===== src/rtl/apb_gpio_port.sv =====
// APB3 GPIO port: per-pin direction (CR), output data with atomic SET/CLR/TGL, synchronised input (IDR).
// Defining GPIO_IRQ_EN adds the rising-edge interrupt (IER, ISR W1C, irq); otherwise those addresses are unmapped.
module apb_gpio_port #(
   parameter int WIDTH  = 8,
   parameter int ADDR_W = 5,
   parameter int SYNC_N = 2
) (
   input  logic              PCLK,
   input  logic              PRESET,
   input  logic [ADDR_W-1:0] PADDR,
   input  logic              PSEL,
   input  logic              PENABLE,
   input  logic              PWRITE,
   input  logic [31:0]       PWDATA,
   output logic [31:0]       PRDATA,
   output logic              PREADY,
   output logic              PSLVERR,
   input  logic [WIDTH-1:0]  gpio_in,
   output logic [WIDTH-1:0]  gpio_out,
   output logic [WIDTH-1:0]  gpio_oe,
   output logic              irq
);
   localparam logic [ADDR_W-1:0] A_CR  = ADDR_W'(5'h00);
   localparam logic [ADDR_W-1:0] A_ODR = ADDR_W'(5'h04);
   localparam logic [ADDR_W-1:0] A_IDR = ADDR_W'(5'h08);
   localparam logic [ADDR_W-1:0] A_SET = ADDR_W'(5'h0C);
   localparam logic [ADDR_W-1:0] A_CLR = ADDR_W'(5'h10);
   localparam logic [ADDR_W-1:0] A_TGL = ADDR_W'(5'h14);

   logic [ADDR_W-1:0] addr;
   logic              access;
   logic              wr;
   logic [WIDTH-1:0]  wd;
   logic [WIDTH-1:0]  cr;
   logic [WIDTH-1:0]  odr;
   logic [WIDTH-1:0]  idr;
   logic [WIDTH-1:0]  sync_q [SYNC_N];
   logic [31:0]       rdata;
   logic              hit;
   logic              unused_ok;

`ifdef GPIO_IRQ_EN
   localparam logic [ADDR_W-1:0] A_IER = ADDR_W'(5'h18);
   localparam logic [ADDR_W-1:0] A_ISR = ADDR_W'(5'h1C);
   logic [WIDTH-1:0] ier;
   logic [WIDTH-1:0] isr;
   logic [WIDTH-1:0] idr_d;
   logic [WIDTH-1:0] w1c;
   logic             irq_q;
`endif

   assign addr      = {PADDR[ADDR_W-1:2], 2'b00};
   assign access    = PSEL & PENABLE & ~PREADY;
   assign wr        = access & PWRITE;
   assign wd        = PWDATA[WIDTH-1:0];
   assign unused_ok = ^{PWDATA, PADDR[1:0]};
   assign gpio_out  = odr;
   assign gpio_oe   = cr;
   assign idr       = sync_q[SYNC_N-1];

   always_comb begin
      rdata = '0;
      hit   = 1'b1;
      case (addr)
         A_CR:                rdata = 32'(cr);
         A_ODR:               rdata = 32'(odr);
         A_IDR:               rdata = 32'(idr);
         A_SET, A_CLR, A_TGL: rdata = '0;
`ifdef GPIO_IRQ_EN
         A_IER:               rdata = 32'(ier);
         A_ISR:               rdata = 32'(isr);
`endif
         default:             hit   = 1'b0;
      endcase
   end

   // PREADY can only rise from an access phase, so each transfer gets exactly one wait state
   always_ff @(posedge PCLK or posedge PRESET) begin
      if (PRESET) begin
         PRDATA  <= '0;
         PREADY  <= 1'b0;
         PSLVERR <= 1'b0;
         cr      <= '0;
         odr     <= '0;
      end else begin
         PREADY  <= access;
         PSLVERR <= access & ~hit;
         if (access && !PWRITE)
            PRDATA <= rdata;
         if (wr) begin
            case (addr)
               A_CR:    cr  <= wd;
               A_ODR:   odr <= wd;
               A_SET:   odr <= odr | wd;
               A_CLR:   odr <= odr & ~wd;
               A_TGL:   odr <= odr ^ wd;
               default: ;
            endcase
         end
      end
   end

   always_ff @(posedge PCLK or posedge PRESET) begin
      if (PRESET) begin
         for (int k = 0; k < SYNC_N; k++)
            sync_q[k] <= '0;
      end else begin
         sync_q[0] <= gpio_in;
         for (int k = 1; k < SYNC_N; k++)
            sync_q[k] <= sync_q[k-1];
      end
   end

`ifdef GPIO_IRQ_EN
   assign w1c = (wr && addr == A_ISR) ? wd : '0;
   assign irq = irq_q;

   // a rising edge in the same cycle as a W1C keeps its ISR bit
   always_ff @(posedge PCLK or posedge PRESET) begin
      if (PRESET) begin
         ier   <= '0;
         isr   <= '0;
         idr_d <= '0;
         irq_q <= 1'b0;
      end else begin
         idr_d <= idr;
         if (wr && addr == A_IER)
            ier <= wd;
         isr   <= (isr & ~w1c) | (idr & ~idr_d);
         irq_q <= |(isr & ier);
      end
   end
`else
   assign irq = 1'b0;
`endif
endmodule


===== config.mk =====
export PLATFORM = sky130hd
export DESIGN_NAME = apb_gpio_port
export DESIGN_NICKNAME = d
export VERILOG_FILES = /design/src/rtl/apb_gpio_port.sv
export SDC_FILE = /design/constraint.sdc
export NUM_CORES = 1
export LEC_CHECK = 0
export ABC_AREA = 0
export BUFFER_PORTS_ARGS = -buffer_cell sky130_fd_sc_hd__buf_2
export CAP_MARGIN = 20
export CORE_ASPECT_RATIO = 1.75
export CORE_MARGIN = 5
export CORE_UTILIZATION = 35
export DETAILED_ROUTE_END_ITERATION = 8
export PLACE_DENSITY = 0.65
export SYNTH_ARGS = -nofsm -noshare
export SYNTH_HDL_FRONTEND = slang
export SYNTH_SLANG_ARGS = --single-unit

===== constraint.sdc =====
create_clock -name PCLK -period 2.6 [get_ports PCLK]
set_clock_uncertainty 0.15 [all_clocks]
set_input_delay 0.13 -clock PCLK [delete_from_list [all_inputs] [get_ports PCLK]]
set_output_delay 0.13 -clock PCLK [all_outputs]
set_load 0.02 [all_outputs]

==> qor.txt <==
kind of end point of the critical path - flip-flop
Die X - 71.82 um
root cell of the clock tree - clkbuf_16
placed cell area - 0.002546 mm2
commonest cells after routing, fill and taps aside - 49 x buf_2, 42 x dfrtp_1, 25 x conb_1, 19 x inv_1, 19 x dlygate4sd3_1
post-route minimum period - 1.904 ns
Detailed Route Iter0 Violations - 58
All-Layer GR Usage - 0.1410
Clock transition at path regs - 0.06 ns
worst reg2reg startpoint - PREADY
maximum clock frequency - 0.5253 GHz
total area of sequential cells - 0.001051 mm2
vias per inst - 4.946
largest net degree at the start of global routing - 28
Syn Area/Cell - 11.42 um2
commonest non-fill, non-tap cell in the layout - buf_2
die height - 118.2 um
setup TNS - 0 ns
H-tree levels - 2
Remaining DRCs - 0
DRT Pass-1 Iters - 4
fin. max-slew vios - 0
buffer depth of the longest clock path - 2
status - completed
Synth Register Bits - 42
GRT met2 Usage - 0.2448
Routed Antenna Nets - 0
Worst EP arrival - 1.93 ns
Hold Fails Final Rpt - 0
Yosys top cell by area - dfrtp_1
worst r2r path cells - 3
critical path class - input pin to flip-flop
fin crit share - 0.7322
startpoint types - input pin
Layout area overhead - 25.17%
final global-route overflow total - 0
RSZ-0062 raised after global routing - no
Post-Syn Area - 0.002341 mm2
sequential share of the synthesized area - 0.4490
DP HPWL - 4061 um
DR vias - 1,751
Initial Util - 0.3580
Die ar. - 0.008488 mm2
layout cell share with drive strength beyond 1 - 0.2721
FF-to-FF End - gpio_oe[4]
drt wl/cell - 16.19 um
top-area cell type share of the netlist area - 0.4490
clock latency on the worst-skew pair - 0.29 ns
postcts setup bufs - 0
peak supply drop - 267.4 uV
Tightest Hold Check Type - input pin to asynchronous set/reset pin
Ys Warns - 0
final wirelength - 5730 um
leakage - 1.506 nW
synth unique cells - 27
worst-path fanout max - 10
Max-slew headroom - 0.5198
CTS sink count - 42
met1 Resource Use GR - 0.1580
# IOs - 101
multi-input logic area - 0.001046 mm2
pwr/cell area - 688.0 mW/mm2
PostCTS Resize Cnt - 0
core footprint - 0.006539 mm2
Fillers - 653
initial antenna violation count - 0
CP required - 2.62 ns
vias in the first global route - 1,815
most used routing layer - met2
Layout Nets - 337
Mapped Cells - 205
Synth area leaders - dfrtp_1 45%, ha_1 8.6%, buf_4 8.0%
num rows - 39
port bufs - 49
CTS tree - yes
fin area - 0.002930 mm2
# hold bufs at CTS - 19
max-cap violations - 0
R2R Setup Slk - 0.71 ns
final setup vio count - 0
M3 GR Usage - 0.02039
number of diodes - 0
CTS Buf Count - 5
Slew @ Worst Pin - 0.7189 ns
routability cong. - 0.8508
first-pass GRT wire length - 9273 um
## final cells by class
type                       count  share of cell area
sequential                    42              0.3587
tap                           82             0.03501
multi-input combinational    130              0.3570
timing repair buffer          73              0.1682
inverter                      19             0.02434
clock buffer                   8             0.05679
## critical path: stages
cell and delay (ns):
dlygate4sd3_1 0.52, buf_2 0.14, nand4b_4 0.20, or4_4 0.60, mux2_4 0.34
## cells by family (layout without fill, tap and decap cells)
logic type | after synthesis | after routing | synth area share
adder cells (fa/ha/maj) | 16 | 16 | 0.08551
buffers and inverters | 57 | 100 | 0.1427
AO/OA/AOI/OAI | 48 | 48 | 0.1625
multiplexers | 16 | 16 | 0.08552
other | 1 | 25 | 0.001602
AND/OR/NAND/NOR | 25 | 25 | 0.07323
flip-flops | 42 | 42 | 0.4490
## metal layers
metal  wire, um  share of wire
met1       2107           0.37
met2       3096           0.54
met5          0              0
met3        299          0.052
met4        227          0.040
## worst max path at each step
stage,cells after the start,end,from
global route,5,gpio_oe[5],PENABLE
global placement,3,gpio_oe[3],PREADY
detailed placement,3,gpio_oe[4],PREADY
floorplan,4,gpio_oe[0],PREADY
CTS,3,gpio_oe[4],PREADY
finish,5,gpio_oe[4],PENABLE
## stage by stage
stage / power, mW / utilization / hold WS, ns / setup WS, ns / std cells
after floorplan: 1.183 / - / 0.01143 / 0.7551 / 229
after global placement: 1.312 / 0.3894 / 0.08769 / 0.7180 / 326
after detailed placement: 1.323 / 0.3894 / 0.08932 / 0.7158 / 326
after CTS: 2.037 / 0.4439 / 0.1513 / 0.6973 / 353
after global routing: 2.121 / 0.4481 / 0.1419 / 0.6355 / 354
final: 2.016 / 0.4481 / 0.1387 / 0.6964 / 354
## synthesized netlist by cell type
cell	count
a22o_1	8
and2_1	1
and2_4	1
and3b_1	1
buf_1	2
buf_2	3
buf_4	25
buf_6	3
clkbuf_1	5
conb_1	1
dfrtp_1	42
ha_1	16
inv_1	19
mux2_4	8
mux2i_1	8
nand2_1	5
nand2b_1	8
nand4b_4	1
nand4bb_1	1
nor2_1	3
nor2b_1	1
o22ai_1	8
o31ai_1	16
o32ai_1	16
or3_1	1
or3b_2	1
or4_4	1
## registers in the layout (all words and copies together) (netlist names)
| register | cells |
|---|---|
| PSLVERR | 1 |
| PRDATA | 8 |
| idr | 8 |
| gpio_oe | 8 |
| PREADY | 1 |
| sync_q | 8 |
| gpio_out | 8 |
## report_power, final
| group | switching (mW) | internal, mW | leakage (nW) | total [mW] |
|---|---|---|---|---|
| Clock | 0.248 | 0.434 | 0.0832 | 0.682 |
| Combinational | 0.310 | 0.217 | 0.897 | 0.527 |
| Sequential | 0.0681 | 0.739 | 0.526 | 0.807 |
No activity file was read; power rests on OpenSTA's default activity.
